$ cat src/rtl/load_store_unit_pkg.sv
// Shared types and constants for the load/store unit and its tracking FIFO.
package load_store_unit_pkg;

  localparam int ADDR_W = 32;
  localparam int DATA_W = 32;
  localparam int TAG_W  = 5;

  localparam logic OP_LOAD  = 1'b0;
  localparam logic OP_STORE = 1'b1;

  typedef struct packed {
    logic             is_store;
    logic [TAG_W-1:0] tag;
  } track_entry_t;

endpackage

$ cat src/rtl/load_store_unit_tag_fifo.sv
// In-order tracking FIFO remembering {is_store, tag} for every request issued
// to the cache; the count doubles as the outstanding-request counter.
module tag_fifo
  import load_store_unit_pkg::*;
#(
  parameter int DEPTH = 4
) (
  input  logic                     clk,
  input  logic                     rst,
  input  logic                     push_i,
  input  track_entry_t             entry_i,
  input  logic                     pop_i,
  output logic                     full_o,
  output logic                     empty_o,
  output track_entry_t             head_o,
  output logic [$clog2(DEPTH):0]   count_o
);

  localparam int PTR_W = $clog2(DEPTH);

  track_entry_t     mem_q [DEPTH];
  logic [PTR_W-1:0] wr_ptr_q, wr_ptr_d;
  logic [PTR_W-1:0] rd_ptr_q, rd_ptr_d;
  logic [PTR_W:0]   count_q,  count_d;

  // DEPTH is a power of two, so plain pointer increments wrap for free.
  always_comb begin
    wr_ptr_d = wr_ptr_q;
    rd_ptr_d = rd_ptr_q;
    count_d  = count_q;
    if (push_i) wr_ptr_d = wr_ptr_q + PTR_W'(1);
    if (pop_i)  rd_ptr_d = rd_ptr_q + PTR_W'(1);
    case ({push_i, pop_i})
      2'b10:   count_d = count_q + (PTR_W+1)'(1);
      2'b01:   count_d = count_q - (PTR_W+1)'(1);
      default: count_d = count_q;
    endcase
  end

  always_ff @(posedge clk or posedge rst) begin
    if (rst) begin
      wr_ptr_q <= '0;
      rd_ptr_q <= '0;
      count_q  <= '0;
    end else begin
      wr_ptr_q <= wr_ptr_d;
      rd_ptr_q <= rd_ptr_d;
      count_q  <= count_d;
    end
  end

  always_ff @(posedge clk) begin
    if (push_i) mem_q[wr_ptr_q] <= entry_i;
  end

  assign full_o  = (count_q == (PTR_W+1)'(DEPTH));
  assign empty_o = (count_q == '0);
  assign head_o  = mem_q[rd_ptr_q];
  assign count_o = count_q;

endmodule

$ cat src/rtl/load_store_unit.sv
// Load/store unit: forwards pipeline ops to the cache, tracks them in order,
// and returns load results through a one-entry response register.
module load_store_unit
  import load_store_unit_pkg::*;
#(
  parameter int DEPTH = 4
) (
  input  logic                   clk,
  input  logic                   rst,
  input  logic                   req_valid,
  output logic                   req_ready,
  input  logic                   req_is_store,
  input  logic [ADDR_W-1:0]      req_addr,
  input  logic [DATA_W-1:0]      req_wdata,
  input  logic [TAG_W-1:0]       req_tag,
  output logic                   cache_valid_in,
  input  logic                   cache_ready_in,
  output logic [ADDR_W-1:0]      cache_addr_in,
  output logic                   cache_op_in,
  output logic [DATA_W-1:0]      cache_write_data_in,
  input  logic                   cache_valid_out,
  output logic                   cache_ready_out,
  input  logic [DATA_W-1:0]      cache_data_out,
  output logic                   resp_valid,
  input  logic                   resp_ready,
  output logic [DATA_W-1:0]      resp_data,
  output logic [TAG_W-1:0]       resp_tag,
  output logic [$clog2(DEPTH):0] outstanding,
  output logic                   err
);

  logic         fifo_full, fifo_empty;
  logic         push, pop;
  track_entry_t push_entry, head;

  logic              resp_valid_q, resp_valid_d;
  logic [DATA_W-1:0] resp_data_q,  resp_data_d;
  logic [TAG_W-1:0]  resp_tag_q,   resp_tag_d;
  logic              err_q,        err_d;

  // Full comes from the registered count only, so a response retiring this
  // cycle frees a slot no earlier than the next cycle.
  assign cache_valid_in      = ~rst & req_valid & ~fifo_full;
  assign req_ready           = ~rst & cache_ready_in & ~fifo_full;
  assign cache_addr_in       = req_addr;
  assign cache_op_in         = req_is_store;
  assign cache_write_data_in = req_wdata;

  assign push       = cache_valid_in & cache_ready_in;
  assign push_entry = '{is_store: req_is_store, tag: req_tag};

  // Store responses never need the result register, so they drain regardless.
  assign cache_ready_out = ~rst & ~fifo_empty &
                           ((head.is_store == OP_STORE) | ~resp_valid_q | resp_ready);
  assign pop = cache_valid_out & cache_ready_out;

  tag_fifo #(.DEPTH(DEPTH)) u_tag_fifo (
    .clk     (clk),
    .rst     (rst),
    .push_i  (push),
    .entry_i (push_entry),
    .pop_i   (pop),
    .full_o  (fifo_full),
    .empty_o (fifo_empty),
    .head_o  (head),
    .count_o (outstanding)
  );

  always_comb begin
    resp_valid_d = resp_valid_q;
    resp_data_d  = resp_data_q;
    resp_tag_d   = resp_tag_q;
    err_d        = err_q;
    if (pop && head.is_store == OP_LOAD) begin
      resp_valid_d = 1'b1;
      resp_data_d  = cache_data_out;
      resp_tag_d   = head.tag;
    end else if (resp_ready) begin
      resp_valid_d = 1'b0;
    end
    if (cache_valid_out && fifo_empty) err_d = 1'b1;
  end

  always_ff @(posedge clk or posedge rst) begin
    if (rst) begin
      resp_valid_q <= 1'b0;
      resp_data_q  <= '0;
      resp_tag_q   <= '0;
      err_q        <= 1'b0;
    end else begin
      resp_valid_q <= resp_valid_d;
      resp_data_q  <= resp_data_d;
      resp_tag_q   <= resp_tag_d;
      err_q        <= err_d;
    end
  end

  assign resp_valid = resp_valid_q;
  assign resp_data  = resp_data_q;
  assign resp_tag   = resp_tag_q;
  assign err        = err_q;

endmodule

$ cat config.mk
export PLATFORM = sky130hd
export DESIGN_NAME = load_store_unit
export DESIGN_NICKNAME = d
export VERILOG_FILES = /design/src/rtl/load_store_unit_pkg.sv /design/src/rtl/load_store_unit_tag_fifo.sv /design/src/rtl/load_store_unit.sv
export SDC_FILE = /design/constraint.sdc
export NUM_CORES = 1
export LEC_CHECK = 0
export CAP_MARGIN = 20
export CORE_MARGIN = 3
export CORE_UTILIZATION = 40
export CTS_BUF_LIST = sky130_fd_sc_hd__clkbuf_16
export DETAILED_ROUTE_END_ITERATION = 10
export PLACE_DENSITY = 0.87
export SETUP_SLACK_MARGIN = 0.02
export SLEW_MARGIN = 15
export SYNTH_ARGS = -nofsm -noshare
export SYNTH_HDL_FRONTEND = slang
export SYNTH_SLANG_ARGS = --single-unit
$ cat constraint.sdc
create_clock -name clk -period 4.92 [get_ports clk]
set_clock_uncertainty 0.2 [all_clocks]
set_input_delay 0.738 -clock clk [delete_from_list [all_inputs] [get_ports clk]]
set_output_delay 0.738 -clock clk [all_outputs]
set_load 0.03 [all_outputs]
Word level (Yosys, flattened, before mapping)
Memory sizes are Yosys's and may differ from the RTL's. Index checks and enable logic that the tools add are counted.

Add/subtract/negate cells: 4. Equal/unequal tests: 3. Mux-type cells: 5. Bitwise gates (word level): 15. Reductions and logical operators: 5.

Operator list (number): bitwise AND 1 bit (8); one-hot mux 3 bit (2 select lines) (1); NOT 1 bit (5); adder 2 x 1 -> 2 bit (second input constant) (2); two-way mux 1 bit (4); nonzero test 2 bit (2); adder 3 x 1 -> 3 bit (second input constant) (1); == test 3 bit (second input constant) (1); zero test 3 bit (1); subtractor 3 x 1 -> 3 bit (second input constant) (1); == test 2 x 1 -> 1 bit (second input constant) (1); == test 2 bit (second input constant) (1); logical AND 1 bit (2); OR 1 bit (2).

Register bits: 46. Bits in writable memories: 24. Input port bits: 108. Logic and storage cells: 40. Memories: 1.

Memories: u_tag_fifo.mem_q (depth 4, bits a word 6, read ports 1, clocked after Yosys merged registers in 0, wr ports 1, line load_store_unit_tag_fifo.sv:21) `track_entry_t mem_q [DEPTH];`.

Longest topological paths before layout
Gate-level depths: netlist (run 1).

Depth after elaboration: 7. Gate-level depth with buffers: 10. Mapped depth without buffers: 9.

By module
From an unflattened synthesis (run 1), not the netlist that was laid out.

Cell total of the unflattened synthesis: 226. Area total of the unflattened synthesis: 3334.4 sq um.

By module, submodules not included: load_store_unit (instances 1, cells an instance 157, area each 2063.2 sq um, sequential area each 975.9 sq um); tag_fifo (instances 1, cells an instance 69, area each 1271.2 sq um, sequential area each 895.9 sq um).

Worst setup path before layout (run 1)
No wires, ideal clock.

Path kind: input port to output port. Start: input resp_ready. End: output cache_ready_out. Arrival time: 1.565 ns. Required time: 3.982 ns. Setup slack: 2.417 ns. Stages: 3. Path buffers: 0. Path through: or2b_1 > nor2_1 > nor3_1.

Word-level cells in the longest chain between the ends: 2.

RTL lines: from (decl) (line load_store_unit.sv:25) `input logic resp_ready,`; OR 1 bit (line load_store_unit.sv:54) `((head.is_store == OP_STORE) | ~resp_valid_q | resp_ready);`; bitwise AND 1 bit (line load_store_unit.sv:53) `assign cache_ready_out = ~rst & ~fifo_empty &`; to (decl) (line load_store_unit.sv:22) `output logic cache_ready_out,`.

Every way passes these cells.

Final worst setup path (run 1)
Start: register u_tag_fifo.rd_ptr_q[0]. End: output cache_ready_out.

Word-level cells in the longest chain between the ends: 4.

RTL lines: from (decl) (line load_store_unit_tag_fifo.sv:23) `logic [PTR_W-1:0] rd_ptr_q, rd_ptr_d;`; from (signal assigned) (line load_store_unit_tag_fifo.sv:47) `rd_ptr_q <= rd_ptr_d;`; memory (4 x 6 bit); OR 1 bit (2 in series) (line load_store_unit.sv:54); bitwise AND 1 bit (line load_store_unit.sv:53).

Every way passes these cells.

==> flow_summary_export.csv, run 1 <==
group,metric,value,unit
sta,fin_tns_setup,0,ns
power,p_sw,0.000995,W
power,comb_power_share,44.8,%
floorplan,die-area,9830,um2
sta,rsz0062_at_grt,"no",
floorplan,start_util,41.6,%
global_routing,grt_pass1_wl,9.99,mm
power,power_leakage,1.72,nW
logic_synthesis,syn_inst,229,
clocking,cts_tree,"done",
layout,final_area,4240,um2
sta,setup_viol,0,
critical_path,end_kind,"output port",
logic_synthesis,netlist_area,3470,um2
power,clockPowerShare,20.9,%
layout,area_delta_synth_final,22.0,%
routing,wire_per_inst,16.9,um
placement,gp_congestion,0.738,
sta,min_period,3.30,ns
routing,dr.pass1.iters,3,
critical_path,critPathArrivalTime,2.36,ns
layout,postLayoutCoreUtil,50.8,%
sta,slew_headroom,57.5,%
logic_synthesis,synth_commonest_cells,"buf_4 (65), dfrtp_1 (46), mux2_4 (30), edfxtp_1 (24)",
layout,finalNetCount,374,
logic_synthesis,synth_most_common_cell,"buf_4",
routing,drtAntennaViolNets,0,
placement,dp_hpwl,4.29,mm
clocking,cts_setup_buffers,0,
clocking,hold_buffers,0,
sta,whs,0.260,ns
placement,io_buffers,89,
routing,remaining_drc_errors,0,
routing,drt_iter0_drc,50,
layout,drive_gt1_share,22.6,%
floorplan,core_area,8340,um2
logic_synthesis,avgSynthCellArea,15.2,um2
power,vdd_drop_max,0.263,mV
sta,tightest_slew,0.637,ns
logic_synthesis,synth_nets,343,
logic_synthesis,synth_top_cell_by_area,"dfrtp_1",
logic_synthesis,synthTopCellsByArea,"dfrtp_1 (33%), edfxtp_1 (21%), buf_4 (14%), mux2_4 (13%), mux4_1 (3.8%)",
power,internal_power,0.00179,W
power,p_per_area,659,nW/um2
flow_run,max_cap_violations,0,
floorplan,die_x,99.2,um
logic_synthesis,synth_flop_cell,"dfrtp_1",
global_routing,track_usage,13.0,%
logic_synthesis,synth-seq-cells,70,
global_routing,overflow,0,
logic_synthesis,netlist-cell-type-count,31,
critical_path,required,3.98,ns
critical_path,startpoint_type,"flip-flop",
logic_synthesis,seq_area_frac_synth,53.9,%
sta,max_freq,303,MHz
logic_synthesis,async_flop_share,65.7,%
global_routing,grt_max_degree,47,
clocking,cts_sinks,70,
clocking,clk_pin_slew_worst_paths,0.06,ns
power,power_frac_seq,34.3,%
logic_synthesis,ys_warn_count,0,
logic_synthesis,synth_top_area_share,33.2,%
clocking,htree_levels,3,
critical_path,path_class,"reg2out",
clocking,cts_buffer_depth,2,
layout,layout.cells.non_filler,370,
global_routing,antenna_found_initial,0,
clocking,clk_latency,0.32,ns
sta,min_period_over_period,67.0,%
critical_path,path_max_fanout,8,
routing,viasPerCell,4.88,
placement,placed_cell_area,3940,um2
clocking,cts_resized,0,
floorplan,fp.dieH,99.2,um
power,swShare,35.7,%
global_routing,grt_pass1_vias,1930,
logic_synthesis,synth-edff-count,24,
routing,routed_wl,6.24,mm
floorplan,num_io_pins,218,
sta,maxSlewViolCount,0,
clocking,root_buffer,"clkbuf_16",
routing,route.vias.total,1805,
layout,n_antenna_cell,0,
floorplan,num_rows,33,
hold_path,hold_class,"reg2reg",
clocking,cts_buffers,9,
status,outcome,"completed",
sta,finalHoldViolations,0,
placement,dp_cells,353,
==> state kept, by name (all words and copies together) (netlist names) <==
signal and count:
u_tag_fifo.mem_q 24, u_tag_fifo.wr_ptr_q 2, resp_data 32, resp_tag 5
u_tag_fifo.count_o 3, err 1, resp_valid 1, u_tag_fifo.rd_ptr_q 2
==> power groups by stage <==
stage | clock network [W] | registers (W) | logic [W]
3_3_place_gp | 0 | 0.000956 | 0.00123
5_1_grt | 0.000629 | 0.000993 | 0.00132
2_1_floorplan | 0 | 0.00127 | 0.000576
4_1_cts | 0.000601 | 0.000960 | 0.00126
3_5_place_dp | 0 | 0.000967 | 0.00126
6_report | 0.000584 | 0.000957 | 0.00125
==> final timing paths <==
check / from / end / slack, ns / cells past startpoint
hold reg to reg: err / err / 0.26 / 1
setup / recovery: u_tag_fifo.rd_ptr_q[0] / cache_ready_out / 1.62 / 4
max in group asynchronous: rst / resp_data[28] / 3.47 / 3
hold / removal: err / err / 0.26 / 1
min in group asynchronous: rst / u_tag_fifo.wr_ptr_q[1] / 0.57 / 2
setup reg to reg: u_tag_fifo.rd_ptr_q[0] / resp_data[24] / 2.04 / 4
==> layer usage <==
metal / vias to the layer above / track usage [%] / share of wire, % / wire (um)
li1: 792 / - / - / -
met1: 898 / 16.1 / 41 / 2540
met2: 85 / 20.1 / 48 / 3020
met3: 30 / 5.26 / 8.0 / 501
met4: 0 / 6.20 / 2.8 / 176
met5: - / 0 / 0 / 0
==> cells by family after synthesis <==
group,count (synthesis),synth area share (%)
DFF,70,53.9
adders and majority gates,6,2.38
buffers and inverters,80,17.5
muxes,46,20.6
and+or+nand+nor,17,3.24
xor gates and xnor gates,5,1.26
AOI/OAI and AO/OA,5,1.05
==> critical path, cell delays in order (launching register included) <==
cell and delay, ns:
dfrtp_1 0.59, mux4_2 0.61, nor2_1 0.17, nor3_1 0.06, clkdlybuf4s50_1 0.61
==> cell type report <==
| cell class | instances | area (um2) |
|---|---|---|
| clock buffer | 9 | 225 |
| timing repair buffer | 91 | 931 |
| tap | 105 | 131 |
| sequential | 70 | 1870 |
| clock inverter | 7 | 50.0 |
| inverter | 9 | 33.8 |
| fill | 704 | 4110 |
| multi-input combinational | 79 | 992 |
==> placed cells by master, fill, tap and decap left out, types with 3 or more instances in the layout <==
cell              n
ha_1              5
nor3b_1           3
mux2_2            9
dfrtp_1          46
and2_1            4
clkdlybuf4s50_1  89
clkbuf_16         9
xnor2_1           3
inv_1             8
mux4_1            5
edfxtp_1         24
mux2_4           30
==> metrics by stage <==
step | total power (W) | setup WS [ns]
2_1_floorplan | 0.00185 | 2.42
3_3_place_gp | 0.00219 | 1.57
3_5_place_dp | 0.00222 | 1.67
4_1_cts | 0.00283 | 1.60
5_1_grt | 0.00294 | 1.51
6_report | 0.00279 | 1.62
No activity file was read; power rests on OpenSTA's default activity.
==> run 2, diff against run 1 <==
--- a/config.mk
+++ b/config.mk
@@ -7,10 +7,10 @@
 export LEC_CHECK = 0
 export CAP_MARGIN = 20
 export CORE_MARGIN = 3
-export CORE_UTILIZATION = 40
+export CORE_UTILIZATION = 33
 export CTS_BUF_LIST = sky130_fd_sc_hd__clkbuf_16
 export DETAILED_ROUTE_END_ITERATION = 10
-export PLACE_DENSITY = 0.87
+export PLACE_DENSITY = 0.76
 export SETUP_SLACK_MARGIN = 0.02
 export SLEW_MARGIN = 15
 export SYNTH_ARGS = -nofsm -noshare
==> constraint.sdc (replaced) <==
create_clock -name clk -period 3 [get_ports clk]
set_clock_uncertainty 0.2 [all_clocks]
set_input_delay 0.45 -clock clk [delete_from_list [all_inputs] [get_ports clk]]
set_output_delay 0.45 -clock clk [all_outputs]
set_load 0.03 [all_outputs]
==> run 2 against run 1 <==
Compared with the run above:
- die area increased by 20%
- core utilization is 7.4 points lower
- non-clock buffer count is 3 higher
- largest power group unchanged
- register-to-register slack worse by 1.6 ns
- flip-flop and latch count stayed put
- combinational power grew 68%
- sequential power up 62%
- first-iteration DRC count is 140% higher
- count of clock-buffer cells in the layout unchanged
- clock power increased by 95%
- sequential share of layout area fell by 1.0 points
==> flow_summary_export.csv, run 2 (same netlist as run 1, synthesis figures left out) <==
group,metric,value,unit
status,outcome,"completed",
routing,dr.pass1.iters,2,
floorplan,core_area,10000,um2
sta,fin_tns_setup,0,ns
clocking,cts_setup_buffers,0,
sta,maxSlewViolCount,0,
clocking,cts_tree,"done",
critical_path,startpoint_type,"flip-flop",
routing,remaining_drc_errors,0,
clocking,cts_buffer_depth,2,
clocking,cts_sinks,70,
layout,area_delta_synth_final,24.8,%
critical_path,startpoint,"u_tag_fifo.rd_ptr_q[1]",
hold_path,hold_start,"err",
critical_path,reg2reg_slack,0.47,ns
layout,n_antenna_cell,0,
routing,drtAntennaViolNets,0,
global_routing,grt_max_degree,31,
power,vdd_drop_max,0.461,mV
layout,drive_gt1_share,23.9,%
hold_path,hold_class,"reg2reg",
placement,placed_cell_area,4010,um2
routing,drt_iter0_drc,118,
critical_path,required,2.35,ns
clocking,root_buffer,"clkbuf_16",
power,power_leakage,1.76,nW
critical_path,path_max_fanout,8,
sta,setup_viol,0,
critical_path,critPathArrivalTime,2.07,ns
critical_path,cp_slowest_stage_delay,0.70,ns
critical_path,critical_path_buf_inv_count,1,
layout,largest_register_ffs,32,
clocking,cts_resized,0,
sta,min_period_over_period,90.8,%
sta,finalHoldViolations,0,
sta,slew_headroom,76.5,%
clocking,clk_latency,0.32,ns
layout,layout_common_cells,"clkdlybuf4s50_1 (89), dfrtp_1 (46), mux2_4 (30), edfxtp_1 (24)",
layout,finalNetCount,377,
floorplan,num_io_pins,218,
power,p_per_area,1100,nW/um2
critical_path,regToRegStartpoint,"u_tag_fifo.count_o[0]",
floorplan,fp.dieH,109,um
flow_run,max_cap_violations,0,
routing,routed_wl,6.46,mm
global_routing,grt_pass1_wl,10.1,mm
sta,tightest_slew,0.352,ns
floorplan,start_util,34.7,%
sta,rsz0062_at_grt,"no",
routing,route.vias.total,1799,
floorplan,num_rows,36,
critical_path,cp_num_cells,4,
critical_path,path_class,"reg2out",
critical_path,crit_chain,"mux4_2, nor2_1, nor3_1, clkdlybuf4s50_1",
placement,gp_congestion,0.692,
layout,postLayoutCoreUtil,43.3,%
placement,dp_hpwl,4.76,mm
clocking,htree_levels,3,
clocking,clk_pin_slew_worst_paths,0.06,ns
routing,wire_per_inst,16.1,um
hold_path,worstHoldPathCells,1,
layout,final_area,4330,um2
global_routing,track_usage,11.1,%
global_routing,grt_pass1_vias,1935,
clocking,cts_buffers,9,
floorplan,die_x,109,um
global_routing,overflow,0,
global_routing,antenna_found_initial,0,
clocking,hold_buffers,0,
routing,viasPerCell,4.49,
sta,max_freq,367,MHz
floorplan,die-area,11800,um2
critical_path,slowest_stage,"clkdlybuf4s50_1",
critical_path,r2r_cells,9,
placement,io_buffers,89,
critical_path,crit_family,"buffers and inverters",
layout,layout_commonest_cell,"clkdlybuf4s50_1",
critical_path,end_kind,"output port",
sta,min_period,2.72,ns
power,totalPowerFinal,0.00478,W
==> run 2: cell count changes in the layout (fill, tap and decap cells not counted), sizes merged <==
cell | before | now
clkinv | 4 | 1
bufinv | 0 | 2
buf | 2 | 5
inv | 10 | 12
clkinvlp | 2 | 1
==> run 2: final cells by class <==
| cell class | count | area, um2 |
|---|---|---|
| clock buffers | 9 | 225 |
| multi-input cells | 79 | 992 |
| fillers | 927 | 5670 |
| inverters | 9 | 33.8 |
| repair buffers | 94 | 941 |
| clock inverters | 7 | 103 |
| well taps | 133 | 166 |
| flip-flops and latches | 70 | 1870 |
==> run 2: per-stage QoR <==
| step | hold slack, ns | cells | worst slack, ns |
|---|---|---|---|
| finish | 0.276 | 401 | 0.277 |
| global route | 0.302 | 401 | 0.122 |
| CTS | 0.291 | 401 | 0.218 |
| detailed placement | 0.280 | 385 | 0.229 |
| global placement | 0.288 | 385 | 0.355 |
| floorplan | 0.334 | 229 | 0.545 |
==> run 2: routing by layer <==
layer	wire length, um	track usage (%)	part of all wire [%]
met2	3210	18.1	50
met1	2640	13.3	41
met3	465	3.76	7.2
met4	148	4.78	2.3
met5	0	0	0
==> run 2: final timing paths <==
path	to
hold / removal	err
setup reg to reg	u_tag_fifo.count_o[2]
min in group asynchronous	u_tag_fifo.count_o[0]
setup / recovery	cache_ready_out
hold reg to reg	err
max in group asynchronous	resp_data[23]
==> run 2: report_power, final <==
part	switching (W)	internal, W	total [W]	leakage [nW]
logic	0.00103	0.00107	0.00210	0.844
registers	0.000219	0.00133	0.00155	0.760
clock network	0.000404	0.000737	0.00114	0.157
total	0.00165	0.00313	0.00478	1.76
==> run 2: worst reg2reg max path: cells and delay by family (launching register included) <==
family | cells | cell delay (ns)
AND/OR/NAND/NOR | 3 | 0.80
adder cells (fa/ha/maj) | 2 | 0.57
flip-flops | 1 | 0.43
XOR/XNOR | 2 | 0.32
buffers and inverters | 2 | 0.13
==> run 3, diff against run 2 <==
--- a/config.mk
+++ b/config.mk
@@ -5,6 +5,7 @@
 export SDC_FILE = /design/constraint.sdc
 export NUM_CORES = 1
 export LEC_CHECK = 0
+export ABC_CLOCK_PERIOD_IN_PS = 3000
 export CAP_MARGIN = 20
 export CORE_MARGIN = 3
 export CORE_UTILIZATION = 33
==> results of run 3 <==
No change in the layout: final DEF, timing and power equal those of run 2.
